==> src/rtl/ahb_pkg.sv <==
// Shared AHB-Lite encodings and the master port FSM state type.
package ahb_pkg;

    localparam logic [1:0] HTRANS_IDLE   = 2'b00;
    localparam logic [1:0] HTRANS_BUSY   = 2'b01;
    localparam logic [1:0] HTRANS_NONSEQ = 2'b10;
    localparam logic [1:0] HTRANS_SEQ    = 2'b11;

    localparam logic [2:0] HBURST_SINGLE = 3'b000;
    localparam logic [2:0] HBURST_INCR4  = 3'b011;

    localparam logic [1:0] HRESP_OKAY    = 2'b00;
    localparam logic [1:0] HRESP_ERROR   = 2'b01;
    localparam logic [1:0] HRESP_RETRY   = 2'b10;
    localparam logic [1:0] HRESP_SPLIT   = 2'b11;

    localparam logic [2:0] HSIZE_WORD    = 3'b010;
    localparam logic [3:0] HPROT_DEFAULT = 4'b0011;

    typedef enum logic [2:0] {
        ST_IDLE = 3'd0,
        ST_ADDR = 3'd1,
        ST_PIPE = 3'd2,
        ST_LAST = 3'd3,
        ST_ERR2 = 3'd4,
        ST_DONE = 3'd5
    } state_e;

endpackage

==> src/rtl/ahb_master_port.sv <==
// Single-channel AHB master: one SINGLE or INCR4 command becomes a pipelined
// transfer sequence; the result comes back on a one-cycle response strobe.
module ahb_master_port
    import ahb_pkg::*;
#(
    parameter int ADDR_W = 32,
    parameter int DATA_W = 32
) (
    input  logic                HCLK,
    input  logic                HRESETn,
    input  logic                cmd_valid,
    output logic                cmd_ready,
    input  logic                cmd_write,
    input  logic                cmd_burst,
    input  logic [ADDR_W-1:0]   cmd_addr,
    input  logic [4*DATA_W-1:0] cmd_wdata,
    output logic                rsp_valid,
    output logic                rsp_err,
    output logic [4*DATA_W-1:0] rsp_rdata,
    output logic [ADDR_W-1:0]   haddr,
    output logic [1:0]          htrans,
    output logic                hwrite,
    output logic [2:0]          hsize,
    output logic [2:0]          hburst,
    output logic [3:0]          hprot,
    output logic                hmastlock,
    output logic [DATA_W-1:0]   hwdata,
    input  logic [DATA_W-1:0]   hrdata,
    input  logic                hready,
    input  logic [1:0]          hresp
);

    localparam logic [ADDR_W-1:0] MASK_WORD  = ~ADDR_W'(3);
    localparam logic [ADDR_W-1:0] MASK_BURST = ~ADDR_W'(15);

    state_e              state_q, state_d;
    logic                ready_q, ready_d;
    logic [1:0]          abeat_q, abeat_d;
    logic [1:0]          dbeat_q, dbeat_d;
    logic [ADDR_W-1:0]   base_q, base_d;
    logic                wr_q, wr_d;
    logic                burst_q, burst_d;
    logic                err_q, err_d;
    logic [4*DATA_W-1:0] wdata_q, wdata_d;
    logic [4*DATA_W-1:0] rdata_q, rdata_d;

    logic data_phase;
    logic err_first;

    assign data_phase = (state_q == ST_PIPE) || (state_q == ST_LAST);
    // First cycle of a two-cycle non-OKAY response; RETRY/SPLIT count as ERROR.
    assign err_first  = data_phase && !hready && (hresp != HRESP_OKAY);

    always_comb begin
        state_d = state_q;
        abeat_d = abeat_q;
        dbeat_d = dbeat_q;
        base_d  = base_q;
        wr_d    = wr_q;
        burst_d = burst_q;
        err_d   = err_q;
        wdata_d = wdata_q;
        rdata_d = rdata_q;
        case (state_q)
            ST_IDLE: begin
                if (cmd_valid && ready_q) begin
                    wr_d    = cmd_write;
                    burst_d = cmd_burst;
                    wdata_d = cmd_wdata;
                    rdata_d = '0;
                    err_d   = 1'b0;
                    abeat_d = 2'd0;
                    dbeat_d = 2'd0;
                    base_d  = cmd_addr & (cmd_burst ? MASK_BURST : MASK_WORD);
                    state_d = ST_ADDR;
                end
            end
            ST_ADDR: begin
                if (hready) begin
                    if (burst_q) begin
                        abeat_d = 2'd1;
                        state_d = ST_PIPE;
                    end else begin
                        state_d = ST_LAST;
                    end
                end
            end
            ST_PIPE, ST_LAST: begin
                if (err_first) begin
                    err_d   = 1'b1;
                    state_d = ST_ERR2;
                end else if (hready) begin
                    if (hresp == HRESP_OKAY) begin
                        if (!wr_q)
                            rdata_d[int'(dbeat_q)*DATA_W +: DATA_W] = hrdata;
                    end else begin
                        err_d = 1'b1;
                    end
                    if (state_q == ST_LAST) begin
                        state_d = ST_DONE;
                    end else begin
                        dbeat_d = dbeat_q + 2'd1;
                        if (abeat_q == 2'd3)
                            state_d = ST_LAST;
                        else
                            abeat_d = abeat_q + 2'd1;
                    end
                end
            end
            ST_ERR2: begin
                if (hready)
                    state_d = ST_DONE;
            end
            ST_DONE: state_d = ST_IDLE;
            default: state_d = ST_IDLE;
        endcase
        ready_d = (state_d == ST_IDLE);
    end

    always_ff @(posedge HCLK) begin
        if (!HRESETn) begin
            state_q <= ST_IDLE;
            ready_q <= 1'b0;
            abeat_q <= 2'd0;
            dbeat_q <= 2'd0;
            base_q  <= '0;
            wr_q    <= 1'b0;
            burst_q <= 1'b0;
            err_q   <= 1'b0;
            wdata_q <= '0;
            rdata_q <= '0;
        end else begin
            state_q <= state_d;
            ready_q <= ready_d;
            abeat_q <= abeat_d;
            dbeat_q <= dbeat_d;
            base_q  <= base_d;
            wr_q    <= wr_d;
            burst_q <= burst_d;
            err_q   <= err_d;
            wdata_q <= wdata_d;
            rdata_q <= rdata_d;
        end
    end

    always_comb begin
        case (state_q)
            ST_ADDR: htrans = HTRANS_NONSEQ;
            ST_PIPE: htrans = err_first ? HTRANS_IDLE : HTRANS_SEQ;
            default: htrans = HTRANS_IDLE;
        endcase
    end

    assign cmd_ready = ready_q;
    assign haddr     = base_q | ADDR_W'({abeat_q, 2'b00});
    assign hwrite    = wr_q;
    assign hburst    = burst_q ? HBURST_INCR4 : HBURST_SINGLE;
    assign hsize     = HSIZE_WORD;
    assign hprot     = HPROT_DEFAULT;
    assign hmastlock = 1'b0;
    assign hwdata    = wdata_q[int'(dbeat_q)*DATA_W +: DATA_W];
    assign rsp_valid = (state_q == ST_DONE);
    assign rsp_err   = (state_q == ST_DONE) && err_q;
    assign rsp_rdata = rdata_q;

endmodule

==> config.mk <==
export PLATFORM = sky130hd
export DESIGN_NAME = ahb_master_port
export DESIGN_NICKNAME = d
export VERILOG_FILES = /design/src/rtl/ahb_pkg.sv /design/src/rtl/ahb_master_port.sv
export SDC_FILE = /design/constraint.sdc
export NUM_CORES = 1
export LEC_CHECK = 0
export CAP_MARGIN = 20
export CORE_AREA = 10 10 187 189
export CTS_CLUSTER_DIAMETER = 200
export DETAILED_ROUTE_END_ITERATION = 10
export DIE_AREA = 0 0 197 199
export HOLD_SLACK_MARGIN = 0.06
export PLACE_DENSITY = 0.76
export SYNTH_ARGS = -nofsm -noshare
export SYNTH_HDL_FRONTEND = slang
export SYNTH_SLANG_ARGS = --single-unit
==> constraint.sdc <==
create_clock -name HCLK -period 2.6 [get_ports HCLK]
set_input_delay 0.52 -clock HCLK [delete_from_list [all_inputs] [get_ports HCLK]]
set_output_delay 0.52 -clock HCLK [all_outputs]
set_load 0.01 [all_outputs]
## Yosys cells after proc, flatten, opt, wreduce, memory -nomap -nowiden

Cells that the tools add are included.
Widths: inputs -> output; s select.

- Add/subtract/negate cells: 3
- Equal/unequal tests: 17
- Shifts and indexed selects: 3
- Mux-type cells: 37
- Bitwise gates (word level): 2
- Reductions and logical operators: 18

Operators with widths:

| kind | number |
|---|---|
| $mux 128 | 5 |
| $pmux 128 s2 | 1 |
| $bwmux 128 | 1 |
| $shift 32x33->128 const A | 1 |
| $shiftx 128x8->32 | 1 |
| $shiftx 32x33->128 | 1 |
| $neg 7->33 | 1 |
| $and 32x32->32 | 1 |
| $or 32x4->32 | 1 |
| $mux 2 | 12 |
| $mux 3 | 7 |
| $ne 2x2->1 const B | 9 |
| $pmux 3 s4 | 1 |
| $pmux 2 s2 | 2 |
| $reduce_and 8->1 | 1 |
| $eq 3x2->1 const B | 2 |
| $eq 3x3->1 const B | 2 |
| $logic_not 3->1 | 2 |
| $ne 3x3->1 const B | 2 |
| $pmux 2 s3 | 1 |
| $reduce_and 6->1 | 1 |
| $mux 1 | 5 |
| $reduce_and 5->1 | 1 |
| $add 2x1->2 const B | 2 |
| other kinds (13) | 17 |

- Flip-flop bits (word level): 299
- Output and inout port bits: 209
- Word-level logic and storage cells: 90

## Logic depth before layout (Yosys ltp)

Gate-level depths: netlist of run 1.

- Depth in word-level cells: 8
- Depth in mapped cells: 11
- Depth with buffers taken out: 6

## Least setup slack after synthesis of run 1

No wires, ideal clock.

- Path kind: register -> register
- Start point: reg dbeat_q[1]
- End point: reg rdata_q[34], in the netlist rsp_rdata[34]
- Data arrival time: 2403 ps
- Data required time: 2528 ps
- Slack: 126 ps
- Cell stages (with the launch flop): 11
- Path buffers: 4
- Cell sequence: dfxtp_1 buf_2 buf_2 buf_2 inv_1 ha_1 inv_1 nor4_2 clkbuf_1 nand3_1 mux2i_1

- Longest elaborated chain between the ends: 8
- Elaborated cells on any way between the ends: 9
- Those cells by class: add/sub: 1; shift: 2; mux: 6

Ends and longest elaborated chain:

| item | line | source |
|---|---|---|
| start, declared | ahb_master_port.sv:39 | `logic [1:0] dbeat_q, dbeat_d;` |
| start signal, assigned | ahb_master_port.sv:136 | `dbeat_q <= dbeat_d;` |
| $neg 7->33 (*) | ahb_master_port.sv:95 | `rdata_d[int'(dbeat_q)*DATA_W +: DATA_W] = hrdata;` |
| $shiftx 32x33->128 or $shift 32x33->128 (tied branches) | ahb_master_port.sv:95 |  |
| $bwmux 128 (*) | ahb_master_port.sv:95 |  |
| $mux 128 (*) | ahb_master_port.sv:94 | `if (!wr_q)` |
| $mux 128 (*) | ahb_master_port.sv:93 | `if (hresp == HRESP_OKAY) begin` |
| $mux 128 (*) | ahb_master_port.sv:92 | `end else if (hready) begin` |
| $mux 128 (*) | ahb_master_port.sv:89 | `if (err_first) begin` |
| $pmux 128 s2 (*) | ahb_master_port.sv:64 | `case (state_q)` |
| end signal, assigned | ahb_master_port.sv:142 | `rdata_q <= rdata_d;` |
| end, declared | ahb_master_port.sv:45 | `logic [4*DATA_W-1:0] rdata_q, rdata_d;` |

Mark *: on every way between the ends. The rest lies on a longest branch, timed or not. The select of a mux whose other input is x is not followed.
A chain may end at the register's enable or synchronous reset.

## Worst setup path after layout of run 1

- Start point: reg dbeat_q[0]
- End point: out hwdata[1]

- Longest elaborated chain between the ends: 1

Ends and longest elaborated chain:

| item | line | source |
|---|---|---|
| $shiftx 128x8->32 | ahb_master_port.sv:161 | `assign hwdata = wdata_q[int'(dbeat_q)*DATA_W +: DATA_W];` |
| end, declared | ahb_master_port.sv:27 | `output logic [DATA_W-1:0] hwdata,` |

Every way passes these cells.

==> results of run 1 <==
[placed cells by master, fill, tap and decap left out, drive strengths merged, types with 5 or more instances in the layout]
master	netlist	layout
nand2	453	453
clkdlybuf4s50	0	360
dfxtp	297	297
a21boi	161	161
nand3	131	131
mux2i	129	129
clkbuf	70	50
buf	96	44
mux4	32	32
dlygate4sd2	0	31
conb	2	11
clkinv	0	9
nor2	8	8
diode	0	6
ha	5	5
[per-stage QoR]
step	instance area (um^2)	utilization, %	total power [mW]	setup WS [ns]
after floorplan	12990	-	5.973	0.1257
after global placement	17060	54.63	6.686	-0.04676
after detailed placement	17060	54.63	6.730	-0.05896
after CTS	18260	58.46	11.58	0.002403
after global routing	18280	58.52	11.91	0.003658
final	18280	58.53	11.45	0.07488
[registers in the layout (all words and copies together), names as in the netlist]
signal	cells
abeat_q	2
base_q	30
burst_q	1
cmd_ready	1
dbeat_q	2
err_q	1
hwrite	1
rsp_rdata	128
state_q	3
wdata_q	128
[how the worst min path moves through the flow]
stage / startpoint / to / slack [ns] / depth (start not counted)
2_1_floorplan: wdata_q[103] / wdata_q[103] / 0.43 / 2
3_3_place_gp: wdata_q[7] / wdata_q[7] / 0.44 / 2
3_5_place_dp: base_q[29] / base_q[29] / 0.45 / 2
4_1_cts: HRESETn / dbeat_q[0] / 0.35 / 2
5_1_grt: HRESETn / dbeat_q[0] / 0.37 / 2
6_report: HRESETn / dbeat_q[0] / 0.38 / 2
[power by group]
| part | internal (mW) | leakage, nW | switching, mW |
|---|---|---|---|
| clock | 2.94 | 0.573 | 1.91 |
| combinational | 0.842 | 3.46 | 0.883 |
| sequential | 4.76 | 2.41 | 0.117 |
| total | 8.54 | 6.44 | 2.91 |
[final cells by class]
type	instances	area, um^2	area share (%)
multi-input combinational	983	6163	33.72
sequential	297	5953	32.57
timing repair buffer	439	4479	24.51
clock buffer	50	1022	5.592
tap	402	503.0	2.752
clock inverter	11	127.6	0.6982
inverter	4	15.01	0.08214
antenna	6	15.01	0.08214
[worst max-delay path, cell delays in order, from the launching register on]
cell,delay [ns]
sky130_fd_sc_hd__dfxtp_4,0.39
sky130_fd_sc_hd__buf_4,0.14
sky130_fd_sc_hd__buf_6,0.14
sky130_fd_sc_hd__mux4_2,0.52
sky130_fd_sc_hd__dlygate4sd2_1,0.30
[kinds of logic (layout without fill, tap and decap cells)]
group | Yosys count | in the layout | synth area share, %
adder cells (fa/ha/maj) | 5 | 5 | 0.4830
multiplexers | 162 | 162 | 15.62
AND/OR/NAND/NOR | 622 | 622 | 20.30
AO/OA/AOI/OAI | 183 | 183 | 10.52
flip-flops | 297 | 297 | 45.90
buffers and inverters | 170 | 504 | 7.119
other | 2 | 17 | 0.05798
[metal layers]
layer / vias to the layer above / GRT usage, % / wire length [um]
li1: 5424 / - / -
met1: 5365 / 23.77 / 16290
met2: 366 / 34.87 / 20980
met3: 79 / 6.151 / 3560
met4: 0 / 9.029 / 1427
met5: - / 0 / 0
[what timing repair did]
item | in CTS | in global routing
hold buffers | 0 | 0
resized for setup | 37 | 3
endpoints found under the setup margin | 30 | 3
buffers inserted | 5 | 0
gates cloned | 1 | 0
hold endpoints to repair | 0 | 0
==> flow_results.org, run 1 <==
** Run status
- The run finished with clean final reports.

** CTS
- Buffer cell driving the clock tree root :: sky130_fd_sc_hd__clkbuf_16
- The clock passes through at most 3 buffers.
- Clock latency on the worst-skew pair, taken at its later pin, is 0.51 ns.
- For this design, the sink count on the clock tree is 297.
- Register clock-pin slew on the reported worst setup and hold paths :: 0.05 ns
- Total CTS buffers :: 34
- Clock tree from TritonCTS :: built
- CTS HTree Levels :: 2

** Synth
- Syn. warnings :: 0
- Most numerous cell types in the synthesized netlist :: 453 x sky130_fd_sc_hd__nand2_1, 297 x sky130_fd_sc_hd__dfxtp_1, 143 x sky130_fd_sc_hd__a21boi_0
- After synthesis, the largest area contributor takes up 45.90% of total cell area.
- Number of enable flip-flop cells after synthesis :: 0
- Top flip-flop cell by instance count after synthesis :: sky130_fd_sc_hd__dfxtp_1
- Avg Inst Size Synth :: 8.989 um^2
- The number of different library cells used by synthesis comes to 47.
- Summing the sequential cell areas from Yosys gives 45.90% of the chip area.
- The biggest area contributor in the post-synthesis netlist is sky130_fd_sc_hd__dfxtp_1.
- Counting flops and latches in the post-synthesis netlist gives 297.
- Synthesis produced a netlist whose cell count is 1441.
- Mapped cell area :: 0.01295 mm^2
- Counting flops with an async set or reset pin after synthesis yields a share of 0%.
- Yosys instantiated no cell more often than sky130_fd_sc_hd__nand2_1.
- By area the synthesized netlist is led by sky130_fd_sc_hd__dfxtp_1 46%, sky130_fd_sc_hd__nand2_1 13%, sky130_fd_sc_hd__mux2i_1 10%.

** STA
- For the final database, setup skew stands at 0.01308 ns.
- Final-layout worst hold slack :: 0.3827 ns
- Number of failing hold endpoints at the final stage :: 0
- Final setup violating endpoints :: 0
- In this run the tightest slew margin relative to its limit is 65.48%.
- Max Fclk :: 0.3960 GHz
- Final worst path period need :: 2.525 ns
- Setup repair after global routing left no endpoint under its margin.
- Setup tns final :: 0 ns
- After layout, the worst path uses 97.12% of the clock period.
- Max-slew violation count :: 0
- Actual slew at the worst max-slew pin :: 0.5178 ns

** Die
- Row generation in the floorplan step produced 65 rows.
- Initial Utilization :: 41.48%
- The total area inside the core boundary comes to 0.03123 mm^2.
- I/O pin total :: 409
- The floorplan step set the die width to 197 um.
- Die area :: 0.03920 mm^2
- Die span in y :: 199 um

** Route
- Once detail routing completed, the nets flagged for antenna violations numbered 0.
- For this block, the initial DRC count from the detailed router was 592.
- In the final routed layout, each cell accounts on average for 19.28 um.
- After detailed routing, the total wire length is 42250 um.
- Remaining design rule violation count :: 0
- The pre-antenna-repair detailed-routing pass consisted of 6 iterations.
- DR vias :: 11.23k
- Via-to-Cell Ratio :: 5.125

** Worst setup path
- The worst setup path is captured at a primary output.
- Endpoint arrival time on the critical path :: 2.01 ns
- Reg2reg start :: dbeat_q[1]
- At the worst endpoint, the required time is 2.08 ns.
- Tracing the worst setup path back leads to its startpoint at dbeat_q[0].
- By startpoint and endpoint, the worst setup path is classified as reg2out.
- Following the worst setup path forward leads to its endpoint at hwdata[1].
- Length in cells of the worst reg-to-reg path :: 9
- Reg-to-reg critical path endpoint :: rsp_rdata[40]
- Launching element type of the critical path :: register
- Reg2Reg Setup Slack :: 0.40 ns
- Crit Path Max Fanout :: 7

** Finish
- Share of cells above drive strength 1 :: 8.408%
- Compared with the post-synthesis result, the final layout area differs by 41.11%.
- Filler instances :: 2674
- Fin cells :: 2192
- Layout net count :: 1964

** GRT
- Global routing finished with a remaining overflow of 0.
- The initial antenna violation count came to 6.
- Largest net degree at the start of global routing :: 129
- Global routing used 20.64% of the available tracks across all layers.
- The number of global-route vias before repair came to 11.21k.
- The first global-routing pass estimated 64180 um of wire.

** Power and ir drop
- The worst-case IR drop observed on VDD is 0.0004061 V.
- Power per Cell Area :: 626.5 mW/mm^2
- The analysis attributes to cell leakage a power of 6.441 nW.

** Placed design
- Buffers placed on the I/O ports in this run total 395.
- Placed cell count :: 2119
- RD Place Congestion :: 0.8293
- The HPWL after detailed placement is 29660 um.

** Worst hold path
- Classification of the worst-slack hold path :: in2reg

** Flow run
- Max-cap viol count :: 0
(Power assumes the default switching activity.)
==> run 2, diff against run 1 <==
- CORE_AREA: 10 10 187 189 -> 10 10 179 198
- CTS_CLUSTER_SIZE: default -> 12
- DIE_AREA: 0 0 197 199 -> 0 0 189 208
- PLACE_DENSITY: 0.76 -> 0.75
==> run 2 against run 1 <==
Net effect: utilization decreased by 1.3 points; sequential share of layout area rose by 0.73 points; cell area down 2.2%; clock skew is 0.0031 ns lower; first-iteration DRC count increased by 8.1%; non-clock buffer count up 7; register-to-register slack got worse by 0.12 ns; via count decreased by 0.37%; largest cell class unchanged; largest power group unchanged.
==> flow_results.org, run 2 (synthesized netlist as in run 1, its figures left out) <==
** Worst setup path
- The worst-case reg-to-reg path depth was 9 (unchanged).
- The critical path class is reg2out (unchanged).
- Crit Path Max Fanout :: 13 (was 7)
- Reg2reg start :: dbeat_q[1] (unchanged)
- Element type at the critical path end :: primary output (unchanged)
- Launching element type of the critical path :: register (unchanged)
- The data arrival time of the worst path is 2.01 ns (about the same).
- CP startpoint :: dbeat_q[0] (unchanged)
- The worst path required time is 2.08 ns (about the same).

** Power and ir drop
- The static leakage was 6.201 nW (was 6.441 nW).
- The worst voltage drop across the vdd grid is 0.0004119 V (was 0.0004061 V).
- The power consumption came to 10.18 mW (was 11.45 mW).
- The total power divided by cell area came to 569.3 mW/mm^2 (was 626.5 mW/mm^2).

** GRT
- Global-route total usage across every layer :: 19.98% (was 20.64%)
- Via count of the first global-routing pass :: 11.26k (was 11.21k)
- Initial antenna violation count :: 0 (was 6)
- The largest net degree at the start of global routing is 139 (was 129).
- The first-pass GRT wire length came to 64320 um (was 64180 um).
- The global-route congestion overflow total came to 0 (unchanged).

** CTS
- The clock root buffer master is sky130_fd_sc_hd__clkbuf_16 (unchanged).
- The CTS H-tree depth is 1 (was 2).
- Clock insertion delay at the later pin of the skew report :: 0.54 ns (was 0.51 ns)
- The maximum buffer depth of the clock tree came to 3 (unchanged).
- Total CTS buffers :: 28 (was 34)
- Register clock-pin slew on the reported worst setup and hold paths :: 0.06 ns (was 0.05 ns)
- The number of hold buffers added after cts came to 0 (unchanged).
- The number of sinks handled by clock tree synthesis is 297 (unchanged).
- Clock tree from TritonCTS :: built (unchanged)

** Worst hold path
- The number of cells on the worst hold path is 3 (was 2).
- The class of the tightest hold or removal check was in2reg (unchanged).
- Hold wc startpoint :: HRESETn (unchanged)

** Die
- The number of cell rows is 68 (was 65).
- The die area is 0.03931 mm^2 (was 0.03920 mm^2).
- The number of ports placed on the die boundary came to 409 (unchanged).
- Die span in y :: 208 um (was 199 um)
- The core area is 0.03122 mm^2 (was 0.03123 mm^2).
- The width of the die came to 189 um (was 197 um).
- The starting utilization of the core area was 41.49% (was 41.48%).

** Route
- The final wirelength is 41210 um (was 42250 um).
- Remaining design rule violation count :: 0 (unchanged)
- Via-to-Cell Ratio :: 5.134 (was 5.125)
- DRT antenna net count :: 0 (unchanged)
- Average routed wire per standard cell :: 18.90 um (was 19.28 um)
- Number of detailed-routing iterations run before antenna repair :: 4 (was 6)
- Detailed router's first-iteration violation count :: 640 (was 592)
- DR vias :: 11.19k (was 11.23k)

** Finish
- The fraction of final layout cells sized beyond drive strength 1 came to 7.727% (was 8.408%).
- The post-route non-filler standard cell count was 2180 (was 2192).
- The count of antenna diodes in the layout is 0 (was 6).
- Commonest cells after routing, fill and taps aside :: 453 x sky130_fd_sc_hd__nand2_1, 361 x sky130_fd_sc_hd__clkdlybuf4s50_1, 295 x sky130_fd_sc_hd__dfxtp_1 (was 453 x sky130_fd_sc_hd__nand2_1, 360 x sky130_fd_sc_hd__clkdlybuf4s50_1, 295 x sky130_fd_sc_hd__dfxtp_1)
- The post-layout net count was 1965 (was 1964).
- Most common cell after layout, fill and taps aside :: sky130_fd_sc_hd__nand2_1 (unchanged)
- The synthesis-to-finish area growth was 38.02% (was 41.11%).
- The total of fill cells in the finished design came to 2684 (was 2674).
- The final core area utilization came to 57.26% (was 58.53%).

** Flow run
- The reported max-cap violation count is 0 (unchanged).

** Run status
- Run status: finished, final reports clean (unchanged).

** STA
- The final critical path time including I/O delays and setup was 2.528 ns (was 2.525 ns).
- Max Fclk :: 0.3956 GHz (was 0.3960 GHz)
- The relative max-transition margin came to 65.41% (was 65.48%).
- The count of final setup violators is 0 (unchanged).
- Actual slew at the worst max-slew pin :: 0.5188 ns (was 0.5178 ns)
- The largest clock skew in the final design was 0.009976 ns (was 0.01308 ns).
- Number of failing hold endpoints at the final stage :: 0 (unchanged)
- The share of the cycle needed by the critical path after routing is 97.21% (was 97.12%).
- The total negative slack for setup checks came to 0 ns (unchanged).
- Max-slew violation count :: 0 (unchanged)
- RSZ-0062 raised after global routing :: false (unchanged)

** Placed design
- DP Wirelength :: 29710 um (was 29660 um)
- The routability congestion estimate from global placement came to 0.8266 (was 0.8293).
- Placed cell count :: 2144 (was 2119)
- The number of buffers inserted by port buffering came to 395 (unchanged).
==> run 2: final cells by class <==
class | count | area (um^2) | share of cell area (%)
tap | 420 | 525.5 | 2.939
inverter | 4 | 15.01 | 0.08398
timing repair buffer | 446 | 4491 | 25.12
sequential | 297 | 5953 | 33.30
multi-input combinational | 983 | 6163 | 34.47
clock inverter | 1 | 5.005 | 0.02799
clock buffer | 29 | 725.7 | 4.059
==> run 2: worst max-delay path: stages, from the launching register on <==
cell,delay [ns]
sky130_fd_sc_hd__dfxtp_4,0.39
sky130_fd_sc_hd__buf_12,0.16
sky130_fd_sc_hd__mux4_2,0.56
sky130_fd_sc_hd__dlygate4sd2_1,0.34
==> run 2: worst paths after layout <==
check              endpoint  slack [ns]
max              hwdata[10]        0.07
min          rsp_rdata[111]        0.42
max reg2reg   rsp_rdata[46]        0.28
min reg2reg      wdata_q[7]        0.45
==> run 2: stage by stage <==
stage	worst slack, ns	hold slack [ns]	instance area (um^2)
2_1_floorplan	0.1257	0.4319	12990
3_3_place_gp	-0.05119	0.4375	17140
3_5_place_dp	-0.03341	0.4459	17140
4_1_cts	0.0001181	0.3863	17890
5_1_grt	0.002448	0.4175	17880
6_report	0.07243	0.4172	17880
==> run 2: timing repair <==
action                     in CTS  in global routing
setup endpoints to repair      33                 10
resized for setup              42                 10
buffers inserted                6                  0
pin swaps                       0                  0
==> run 2: report_power, final <==
group	total [mW]	internal, mW	switching (mW)
Combinational	1.72	0.848	0.876
Sequential	4.87	4.76	0.108
Clock	3.59	1.94	1.64
Total	10.2	7.55	2.63
==> run 2: layer usage <==
layer / vias to the layer above / wire, um / global-route usage, % / share of wire [%]
li1: 5401 / - / - / -
met1: 5318 / 16780 / 23.91 / 41
met2: 423 / 19070 / 33.06 / 46
met3: 50 / 4604 / 7.879 / 11
met4: 0 / 760 / 4.367 / 1.8
met5: - / 0 / 0 / 0
==> run 3, diff against run 2 <==
- CORE_AREA: 10 10 179 198 -> 2 2 171 190
- DIE_AREA: 0 0 189 208 -> 0 0 173 192
==> run 3 against run 2 <==
Net effect: sequential share of layout area rose by 0.056 points; largest cell class unchanged; first-iteration DRC count rose by 17%; critical path type unchanged; sequential cell count did not move; highest routed layer is now met5; register-to-register slack improved by 0.13 ns.
==> flow_results.org, run 3 (synthesized netlist as in run 1, its figures left out) <==
** Placed design
- DP Wirelength :: 25470 um (was 29710 um)
- RD Place Congestion :: 0.8274 (was 0.8266)
- The number of buffers inserted by port buffering came to 395 (unchanged).
- Placed cell count :: 2134 (was 2144)

** Worst setup path
- Reg2reg start :: dbeat_q[1] (unchanged)
- Worst setup path endpoint :: hwdata[20] (was hwdata[10])
- The count of buffering cells on the critical path with inverters included was 3 (was 2).
- Required time worst endpoint :: 2.08 ns (about the same)
- Critical-path cell list :: buf_16, buf_4, mux4_2, dlygate4sd2_1 (was buf_12, mux4_2, dlygate4sd2_1)
- Crit path max-delay cell type :: sky130_fd_sc_hd__mux4_2 (unchanged)
- The start point of the critical path was dbeat_q[1] (was dbeat_q[0]).
- The highest net fanout along the worst path was 6 (was 13).
- Setup CP Type :: reg2out (unchanged)
- The count of cell instances traversed by the critical path came to 4 (was 3).
- Gate family responsible for the most delay along the worst path :: buffers and inverters (was multiplexers)
- Delay of the slowest cell on the worst path :: 0.50 ns (was 0.56 ns)
- The critical path endpoint category was a primary output (unchanged).
- Reg2Reg Setup Slack :: 0.41 ns (was 0.28 ns)
- The endpoint of the most critical register-to-register path is rsp_rdata[95] (was rsp_rdata[46]).
- Endpoint arrival time on the critical path :: 2.01 ns (about the same)
- Launching element type of the critical path :: register (unchanged)
- Length in cells of the worst reg-to-reg path :: 8 (was 9)

** CTS
- Clock tree from TritonCTS :: built (unchanged)
- The number of hold buffers added after cts came to 0 (unchanged).
- The CTS H-tree depth was 1 (unchanged).
- The number of sinks handled by clock tree synthesis came to 297 (unchanged).
- The clock-pin slew on the worst setup and hold paths was 0.06 ns (about the same).
- The total CTS buffers is 28 (unchanged).
- Longest Clk Path Bufs :: 3 (unchanged)
- Buffer cell driving the clock tree root :: sky130_fd_sc_hd__clkbuf_16 (unchanged)
- The clock latency at the later pin of the worst-skew pair was 0.54 ns (about the same).

** Route
- Routed wire length :: 37850 um (was 41210 um)
- Remaining design rule violation count :: 0 (unchanged)
- Average routed wire per standard cell :: 17.43 um (was 18.90 um)
- DR vias :: 11.05k (was 11.19k)
- The detail-routed via count per cell came to 5.087 (was 5.134).
- The number of iterations in the first detailed-routing pass is 5 (was 4).
- The number of routed nets with antenna violations was 0 (unchanged).
- The first-iteration detailed-routing DRC count was 749 (was 640).

** STA
- RSZ-0062 raised after global routing :: false (unchanged)
- Final setup violating endpoints :: 0 (unchanged)
- Post-Route Skew :: 0.01094 ns (was 0.009976 ns)
- Max-slew violation count :: 0 (unchanged)
- The top achievable clock speed is 0.3947 GHz (was 0.3956 GHz).
- Fraction of the cycle the final worst path needs :: 97.44% (was 97.21%)
- Final worst path period need :: 2.533 ns (was 2.528 ns)
- The final-report hold violation count came to 0 (unchanged).

** Finish
- Share of cells above drive strength 1 :: 7.249% (was 7.727%)
- Fin cells :: 2172 (was 2180)
- The post-layout net count came to 1957 (was 1965).
- The multi-input combinational cell area was 0.006163 mm^2 (unchanged).
- Diode count :: 0 (unchanged)
- Most common cell after layout, fill and taps aside :: sky130_fd_sc_hd__nand2_1 (unchanged)
- Commonest cells after routing, fill and taps aside :: 453 x sky130_fd_sc_hd__nand2_1, 360 x sky130_fd_sc_hd__clkdlybuf4s50_1, 295 x sky130_fd_sc_hd__dfxtp_1 (was 453 x sky130_fd_sc_hd__nand2_1, 361 x sky130_fd_sc_hd__clkdlybuf4s50_1, 295 x sky130_fd_sc_hd__dfxtp_1)
- Post-synthesis to final-layout area growth :: 37.79% (was 38.02%)
- Post-layout utilization of the core :: 57.32% (was 57.26%)
- The total of fill cells in the finished design came to 2700 (was 2684).
- The storage element area was 0.005953 mm^2 (unchanged).

** GRT
- Initial antenna violation count :: 2 (was 0)
- The largest net degree at the start of global routing came to 128 (was 139).
- Via count of the first global-routing pass :: 10.79k (was 11.26k)
- The total global-route track usage was 21.91% (was 19.98%).
- First-pass GRT wire length :: 58860 um (was 64320 um)
- Total congestion overflow after global routing :: 0 (unchanged)

** Power and ir drop
- The static leakage is 6.201 nW (about the same).
- The cell-internal power was 7.540 mW (was 7.552 mW).
- The power share of the clock group was 35.5% (was 35.2%).
- The power consumption was 10.17 mW (was 10.18 mW).
- Register share of total power :: 47.9% (was 47.8%)
- IR drop worst, VDD :: 0.0004531 V (was 0.0004119 V)
- Combinational Power Share :: 16.7% (was 16.9%)
- The switching part of the total came to 25.88% (was 25.81%).
- Net switching component of the power :: 2.632 mW (was 2.627 mW)
- Power per Cell Area :: 569.9 mW/mm^2 (was 569.3 mW/mm^2)

** Die
- Floorplan core area :: 0.03114 mm^2 (was 0.03122 mm^2)
- The width of the die is 173 um (was 189 um).
- Initial Utilization :: 41.60% (was 41.49%)
- The number of cell rows came to 68 (unchanged).
- Die area :: 0.03322 mm^2 (was 0.03931 mm^2)
- The floorplan die height was 192 um (was 208 um).
- I/O pin total :: 409 (unchanged)

** Run status
- Run status :: finished, final reports clean (unchanged)

** Worst hold path
- Classification of the worst-slack hold path :: in2reg (unchanged)

** Flow run
- Max-cap viol count :: 0 (unchanged)
run 3: worst min-delay path by stage:
stage	start	end	slack (ns)	depth (start not counted)
floorplan	wdata_q[103]	wdata_q[103]	0.43	2
global placement	wdata_q[34]	wdata_q[34]	0.44	2
detailed placement	wdata_q[34]	wdata_q[34]	0.45	2
CTS	HRESETn	rsp_rdata[116]	0.34	3
global route	HRESETn	rsp_rdata[33]	0.36	3
finish	HRESETn	rsp_rdata[116]	0.37	3
run 3: cell type report:
| class | count | area share [%] |
|---|---|---|
| Multi-Input combinational cell | 983 | 34.53 |
| Sequential cell | 297 | 33.35 |
| Timing Repair Buffer | 438 | 24.99 |
| Clock buffer | 29 | 4.066 |
| Tap cell | 420 | 2.944 |
| Inverter | 4 | 0.08412 |
| Clock inverter | 1 | 0.02804 |
run 3: tightest hold or removal path: stages:
cell	delay, ns
sky130_fd_sc_hd__buf_8	0.18
sky130_fd_sc_hd__nand2_1	0.10
sky130_fd_sc_hd__mux2i_1	0.05
run 3: what timing repair did:
item | in CTS | in global routing
setup buffers | 7 | 0
endpoints found under the setup margin | 33 | 3
cloned | 1 | 0
resized for setup | 45 | 3
pin swaps | 0 | 0
run 3: per-layer routing:
layer | up-vias | global-route usage [%] | routed length (um)
met5 | - | 0 | 27
met2 | 389 | 37.92 | 17950
met3 | 34 | 7.225 | 3652
li1 | 5369 | - | -
met4 | 4 | 3.944 | 411
met1 | 5253 | 26.88 | 15810
run 3: power groups by stage:
stage                     logic, mW  registers, mW  clock network (mW)
final                          1.70           4.87                3.61
after detailed placement       1.73           4.97                   0
after floorplan                1.03           4.94                   0
after global placement         1.72           4.96                   0
after CTS                      1.71           4.87                3.70
after global routing           1.83           4.89                3.86
run 3: per-stage QoR:
stage	cell area (um^2)	setup WS [ns]	hold WS [ns]	setup TNS [ns]
CTS	17850	0.007378	0.3411	0
finish	17850	0.06652	0.3696	0
global route	17850	0.004204	0.3624	0
floorplan	12990	0.1257	0.4319	0
global placement	17070	-0.02573	0.4379	-0.02573
detailed placement	17070	-0.004502	0.4452	-0.004502
